<file path="src/rtl/sdr_cmd_receive.sv">
// sdr_cmd_receive: parses host command packets (discovery, erase, program block) from the UDP receive path
module sdr_cmd_receive #(
  parameter logic [15:0] CMD_PORT   = 16'd1024,
  parameter int          PROG_BLOCK = 256
) (
  input  logic        rx_clock,
  input  logic        reset_n,
  input  logic        udp_rx_active,
  input  logic        udp_rx_valid,
  input  logic [7:0]  udp_rx_data,
  input  logic [15:0] to_port,
  output logic        discovery,
  input  logic        discovery_ACK,
  output logic        erase_req,
  input  logic        erase_ACK,
  output logic        send_more,
  input  logic        send_more_ACK,
  output logic [31:0] sequence_number,
  output logic [31:0] total_blocks,
  output logic [7:0]  prog_wrdata,
  output logic        prog_wrreq,
  output logic        prog_abort,
  input  logic        prog_space_ok,
  output logic [7:0]  drop_count,
  output logic        busy
);
  typedef enum logic [2:0] {IDLE, HDR, PROG_HDR, PROG_DATA, DRAIN} state_t;
  localparam logic [9:0] LAST = 10'(PROG_BLOCK + 8);
  state_t      state_q, state_d;
  logic        act_q;
  logic [9:0]  byte_no_q, byte_no_d;
  logic [31:0] seq_tmp_q, seq_tmp_d, tot_tmp_q, tot_tmp_d, seq_q, seq_d, tot_q, tot_d;
  logic        disc_q, disc_d, erase_q, erase_d, sm_q, sm_d, wrreq_q, wrreq_d, abort_q, abort_d;
  logic [7:0]  wrdata_q, wrdata_d, drop_q, drop_d;
  logic        disc_set, erase_set, sm_set, drop;
  always_comb begin
    state_d   = state_q;
    byte_no_d = byte_no_q;
    seq_tmp_d = seq_tmp_q;
    tot_tmp_d = tot_tmp_q;
    seq_d     = seq_q;
    tot_d     = tot_q;
    wrdata_d  = wrdata_q;
    wrreq_d   = 1'b0;
    abort_d   = 1'b0;
    disc_set  = 1'b0;
    erase_set = 1'b0;
    sm_set    = 1'b0;
    drop      = 1'b0;
    case (state_q)
      IDLE: if (udp_rx_active) begin
        if (!act_q && to_port == CMD_PORT) begin
          state_d   = HDR;
          byte_no_d = {9'd0, udp_rx_valid};
          seq_tmp_d = udp_rx_valid ? {seq_tmp_q[23:0], udp_rx_data} : seq_tmp_q;
        end else state_d = DRAIN;
      end
      HDR: if (!udp_rx_active) begin
        drop    = 1'b1;
        state_d = IDLE;
      end else if (udp_rx_valid) begin
        byte_no_d = byte_no_q + 10'd1;
        if (byte_no_q < 10'd4) seq_tmp_d = {seq_tmp_q[23:0], udp_rx_data};
        else begin
          // Duplicates of a pending request are absorbed by the OR below, not counted as drops
          disc_set  = udp_rx_data == 8'h02;
          erase_set = udp_rx_data == 8'h04;
          state_d   = (udp_rx_data == 8'h05 && !sm_q && prog_space_ok) ? PROG_HDR : DRAIN;
          drop      = udp_rx_data != 8'h02 && udp_rx_data != 8'h04 &&
                      !(udp_rx_data == 8'h05 && !sm_q && prog_space_ok);
        end
      end
      PROG_HDR: if (!udp_rx_active) begin
        drop    = 1'b1;
        state_d = IDLE;
      end else if (udp_rx_valid) begin
        byte_no_d = byte_no_q + 10'd1;
        tot_tmp_d = {tot_tmp_q[23:0], udp_rx_data};
        state_d   = byte_no_q == 10'd8 ? PROG_DATA : PROG_HDR;
      end
      PROG_DATA: if (!udp_rx_active) begin
        drop    = 1'b1;
        abort_d = 1'b1;
        state_d = IDLE;
      end else if (udp_rx_valid) begin
        byte_no_d = byte_no_q + 10'd1;
        wrdata_d  = udp_rx_data;
        wrreq_d   = 1'b1;
        if (byte_no_q == LAST) begin
          seq_d   = seq_tmp_q;
          tot_d   = tot_tmp_q;
          sm_set  = 1'b1;
          state_d = DRAIN;
        end
      end
      DRAIN: state_d = udp_rx_active ? DRAIN : IDLE;
      default: state_d = IDLE;
    endcase
    disc_d  = !discovery_ACK && (disc_q || disc_set);
    erase_d = !erase_ACK && (erase_q || erase_set);
    sm_d    = !send_more_ACK && (sm_q || sm_set);
    drop_d  = (drop && drop_q != 8'hFF) ? drop_q + 8'd1 : drop_q;
  end
  always_ff @(posedge rx_clock) begin
    act_q <= udp_rx_active;
    if (!reset_n) begin
      state_q   <= IDLE;
      byte_no_q <= '0;
      seq_tmp_q <= '0;
      tot_tmp_q <= '0;
      seq_q     <= '0;
      tot_q     <= '0;
      disc_q    <= 1'b0;
      erase_q   <= 1'b0;
      sm_q      <= 1'b0;
      wrdata_q  <= '0;
      wrreq_q   <= 1'b0;
      abort_q   <= 1'b0;
      drop_q    <= '0;
    end else begin
      state_q   <= state_d;
      byte_no_q <= byte_no_d;
      seq_tmp_q <= seq_tmp_d;
      tot_tmp_q <= tot_tmp_d;
      seq_q     <= seq_d;
      tot_q     <= tot_d;
      disc_q    <= disc_d;
      erase_q   <= erase_d;
      sm_q      <= sm_d;
      wrdata_q  <= wrdata_d;
      wrreq_q   <= wrreq_d;
      abort_q   <= abort_d;
      drop_q    <= drop_d;
    end
  end
  assign discovery       = disc_q;
  assign erase_req       = erase_q;
  assign send_more       = sm_q;
  assign sequence_number = seq_q;
  assign total_blocks    = tot_q;
  assign prog_wrdata     = wrdata_q;
  assign prog_wrreq      = wrreq_q;
  assign prog_abort      = abort_q;
  assign drop_count      = drop_q;
  assign busy            = state_q != IDLE;
endmodule

</file>
<file path="config.mk">
export PLATFORM = sky130hd
export DESIGN_NAME = sdr_cmd_receive
export DESIGN_NICKNAME = d
export VERILOG_FILES = /design/src/rtl/sdr_cmd_receive.sv
export SDC_FILE = /design/constraint.sdc
export NUM_CORES = 1
export LEC_CHECK = 0
export CAP_MARGIN = 40
export CORE_UTILIZATION = 52
export DETAILED_ROUTE_END_ITERATION = 16
export PLACE_DENSITY = 0.87
export SLEW_MARGIN = 5
export SYNTH_ARGS = -nofsm -noshare
export SYNTH_HDL_FRONTEND = slang
export SYNTH_SLANG_ARGS = --single-unit
</file>
<file path="constraint.sdc">
create_clock -name rx_clock -period 2.5 [get_ports rx_clock]
set_input_delay 0.5 -clock rx_clock [delete_from_list [all_inputs] [get_ports rx_clock]]
set_output_delay 0.5 -clock rx_clock [all_outputs]
set_load 0.01 [all_outputs]
</file>
==> Implementation_results.wiki <==
{| class="wikitable"
! Metric !! Value
|-
| Result of the run || finished, final reports clean
|-
| Maxcap violations || 0
|-
| Share of async-settable or async-resettable flops after synthesis || 0%
|-
| Antenna violations before repair || 0
|-
| End-of-flow core utilization || 70.96%
|-
| Length in cells of the worst reg-to-reg path || 7
|-
| TritonCTS Buffers || 17
|-
| Endpoint kind of the worst setup timing path || flop
|-
| Worst Hold Margin || 0.4481 ns
|-
| Maximum number of pins on one net before global-route repair || 144
|-
| Type of the tightest min-delay check || reg -> reg
|-
| Setup repair after global routing missed its margin || false
|-
| Commonest register cell after synthesis || sky130_fd_sc_hd__dfxtp_1
|-
| Endpoint of the worst-slack reg-to-reg timing path || total_blocks[11]$_SDFFE_PN0P_
|-
| Power per Cell Area || about 620 nW/um^2
|-
| Final critical delay including setup and external delays || roughly 2.4 ns
|-
| Syn Nets || 851
|-
| Most used standard cell by instance count after synthesis || sky130_fd_sc_hd__nand2_1
|-
| Die Ht || 113.4 microns
|-
| Worst setup path startpoint || to_port[1]
|-
| Core area || 12,060 sq um
|-
| DPL Wire Length || 10,570 microns
|-
| Clock tree from TritonCTS || built
|-
| Fraction of layout instances using a drive strength above 1 || 8.677%
|-
| Synthesized instance count || between 800 and 900
|-
| Worst Setup Path Type || in -> reg
|-
| Wire length of the first global-routing pass || 27,050 microns
|-
| Post-synthesis simple-gate area fraction || 24.80%
|-
| Clk root buf || sky130_fd_sc_hd__clkbuf_16
|-
| Number of nets with antenna violations after detailed routing || 0
|-
| P_leak || 2.804 nW
|-
| Smallest setup slack after layout || roughly 0.13 ns
|-
| Final setup vio count || 0
|-
| Top post-synthesis cells by area || sky130_fd_sc_hd__dfxtp_1 51%, sky130_fd_sc_hd__nand2_1 13%, sky130_fd_sc_hd__a21oi_1 12%
|-
| Number of synthesized flops with an enable pin || 0
|-
| Worst Skew || 0.01124 ns
|-
| Top cell type by total area after synthesis || sky130_fd_sc_hd__dfxtp_1
|-
| Worst r2r src || byte_no_q[2]$_SDFFE_PN0P_
|-
| Antenna diode count || 0
|-
| Flop-to-flop setup slack || about 0.25 ns
|-
| Clock tree buffer depth || 2
|-
| Maximum net fanout on the critical path || 19
|-
| Final total power || ~5.3 mW
|-
| Synth Register Bits || roughly 160
|-
| Summed negative setup slack over all endpoints || 0 ns
|-
| Sequential cell area fraction in the yosys report || approximately 50%
|-
| Clock sinks || around 160
|-
| Largest family of logic cells by synthesized area || simple AND/OR/NAND/NOR gates
|-
| Cell variety after synth || 51
|-
| Final net count || 967
|-
| Yosys warning total || 0
|-
| WL/cell || 14.91 microns
|-
| Vias in the first global route || around 5,700
|-
| Global placement routability congestion || approximately 0.90
|-
| Final Cell Area || 8559 sq um
|-
| Clock slew at the register clock pins of the worst setup and hold paths || 0.07 ns
|-
| Post-route fraction of the period consumed by the critical path || 94.89%
|-
| Top cells by instance count after synthesis || 232 x sky130_fd_sc_hd__nand2_1, 163 x sky130_fd_sc_hd__dfxtp_1, 151 x sky130_fd_sc_hd__a21oi_1
|-
| Detail-routed via count per cell || 5.568
|-
| Number of remaining DRC errors || 0
|-
| Xor/xnor cell area share of the yosys netlist || 0.1356%
|-
| Critical path endpoint || byte_no_q[7]$_SDFFE_PN0P_
|-
| Headroom to the max-slew limit || 57.89%
|-
| Number of fill cells in the layout || just over 900
|-
| Area overhead of the layout relative to synthesis || 32.53%
|-
| Critical Path Start Type || input pin
|-
| Required time at the worst-slack endpoint || roughly 2.9 ns
|-
| Cts hold-fix bufs || 0
|-
| Final number of hold-violating endpoints || 0
|-
| Vias || 6,197
|-
| Number of core rows || 40
|-
| CTS H-tree depth || 4
|-
| Number of primary I/O pins || 118
|-
| Maximum vdd drop || 0.4384 mV
|-
| Worst-case setup slack after placement || -0.2937 ns
|-
| Starting density of the core || 53.55%
|-
| Proportion of netlist area held by the largest area contributor || 50.52%
|-
| Share of synthesized area spent on multiplexers || 1.240%
|-
| Port Buf Inserts || 117
|-
| Detailed Route WL || between 15,000 and 20,000 microns
|-
| Cell Area, Placed || 7973 sq um
|-
| Worst-Margin Slew || 0.6316 ns
|-
| Arrival time at the worst endpoint || about 2.7 ns
|-
| Total congestion overflow || 0
|-
| Overall die area || 12,870 sq um
|-
| Arithmetic-cell share of the synthesized area counting full adders, half adders and majority gates || less than 1%
|-
| Final Max Tran Viols || 0
|-
| Number of placed instances with taps included || 1,081
|-
| Non-filler cells, final || between 1,000 and 1,500
|-
| Maximum operating frequency || 0.4215 GHz
|-
| Die Wd || 113.4 microns
|-
| Drt pass-1 iters || 5
|-
| Clock latency at the later pin of the worst-skew pair || around 0.42 ns
|-
| Share of the synthesized area in compound gates (AO/OA/AOI/OAI) || 18.38%
|-
| Synth Cell Area || 6459 sq um
|-
| Global-route usage over all layers || 26.21%
|-
| Count of routing violations after the opening detailed-route iteration || between 400 and 500
|-
| Mean instance size in the synthesized netlist || 7.915 sq um
|}
## metal layers
metal / global-route usage (%) / routed length (microns) / up-vias
met5: 0 / 0 / -
met4: 9.825 / 379 / 0
met3: 6.695 / 994 / 34
met2: 42.54 / 7972 / 231
met1: 33.75 / 7247 / 2884
li1: - / - / 3048
## final cells by class
| class | instances | area, sq um | area share (%) |
|---|---|---|---|
| multi-input combinational | 585 | 2929 | 34.22 |
| sequential | 163 | 3263 | 38.12 |
| tap | 168 | 210.2 | 2.456 |
| inverter | 9 | 36.28 | 0.4239 |
| timing repair buffer | 156 | 1539 | 17.98 |
| clock inverter | 14 | 142.6 | 1.666 |
| clock buffer | 18 | 439.2 | 5.131 |
## cell families (layout without fill, tap and decap cells)
kind of cell | count (synthesis) | count (layout)
AOI/OAI and AO/OA | 218 | 218
DFF | 163 | 163
xor gates and xnor gates | 1 | 1
and+or+nand+nor | 355 | 355
adders and majority gates | 3 | 3
buffers and inverters | 68 | 197
muxes | 8 | 8
## report_power, final
| group | switching [mW] | internal [mW] |
|---|---|---|
| clock network | 1.11 | 1.43 |
| logic | 0.100 | 0.0872 |
| registers | 0.00513 | 2.60 |
| total | 1.22 | 4.12 |
## worst min-delay path by stage
stage / from / end / slack [ns] / depth (start not counted)
4_1_cts: total_blocks[27]$_SDFFE_PN0P_ / total_blocks[27]$_SDFFE_PN0P_ / 0.45 / 2
3_5_place_dp: total_blocks[27]$_SDFFE_PN0P_ / total_blocks[27]$_SDFFE_PN0P_ / 0.44 / 2
5_1_grt: total_blocks[27]$_SDFFE_PN0P_ / total_blocks[27]$_SDFFE_PN0P_ / 0.47 / 2
6_report: total_blocks[27]$_SDFFE_PN0P_ / total_blocks[27]$_SDFFE_PN0P_ / 0.45 / 2
2_1_floorplan: seq_tmp_q[24]$_SDFFE_PN0P_ / sequence_number[24]$_SDFFE_PN0P_ / 0.44 / 2
3_3_place_gp: sequence_number[21]$_SDFFE_PN0P_ / sequence_number[21]$_SDFFE_PN0P_ / 0.44 / 2
## critical path: stages
cell and delay [ns]:
sky130_fd_sc_hd__clkdlybuf4s50_1 0.42, sky130_fd_sc_hd__or4_4 0.56, sky130_fd_sc_hd__nor4_4 0.29, sky130_fd_sc_hd__a2111oi_2 0.14
sky130_fd_sc_hd__buf_12 0.18, sky130_fd_sc_hd__or4_1 0.47, sky130_fd_sc_hd__a21oi_1 0.15
## cells in the final DEF, fill, tap and decap left out, types with 4 or more instances in the layout
cell type,instances
sky130_fd_sc_hd__o31ai_1,7
sky130_fd_sc_hd__nor3_1,7
sky130_fd_sc_hd__buf_4,33
sky130_fd_sc_hd__clkdlybuf4s50_1,117
sky130_fd_sc_hd__dfxtp_1,163
sky130_fd_sc_hd__a21oi_1,151
sky130_fd_sc_hd__nand3_1,43
sky130_fd_sc_hd__nand2b_1,10
sky130_fd_sc_hd__o21ai_0,37
sky130_fd_sc_hd__nor4_1,10
sky130_fd_sc_hd__buf_12,6
sky130_fd_sc_hd__nand4_1,4
sky130_fd_sc_hd__mux2i_1,8
sky130_fd_sc_hd__nand2_1,232
sky130_fd_sc_hd__a31oi_1,4
sky130_fd_sc_hd__or4_1,10
sky130_fd_sc_hd__nor2_1,13
sky130_fd_sc_hd__inv_1,8
sky130_fd_sc_hd__inv_6,6
sky130_fd_sc_hd__clkbuf_16,17
## sequential cells by signal, indices dropped and copies added, names as in the netlist
name and flops:
byte_no_q 10, send_more 1, state_q 3, total_blocks 32, prog_abort 1, discovery 1
prog_wrdata 8, prog_wrreq 1, sequence_number 32, tot_tmp_q 32, drop_count 8, erase_req 1
act_q 1, seq_tmp_q 32
## repair_timing
item | in CTS | in global routing
setup endpoints to repair | 0 | 1
resized for setup | 0 | 1
setup buffers | 0 | 0
No activity file was read; power rests on OpenSTA's default activity.
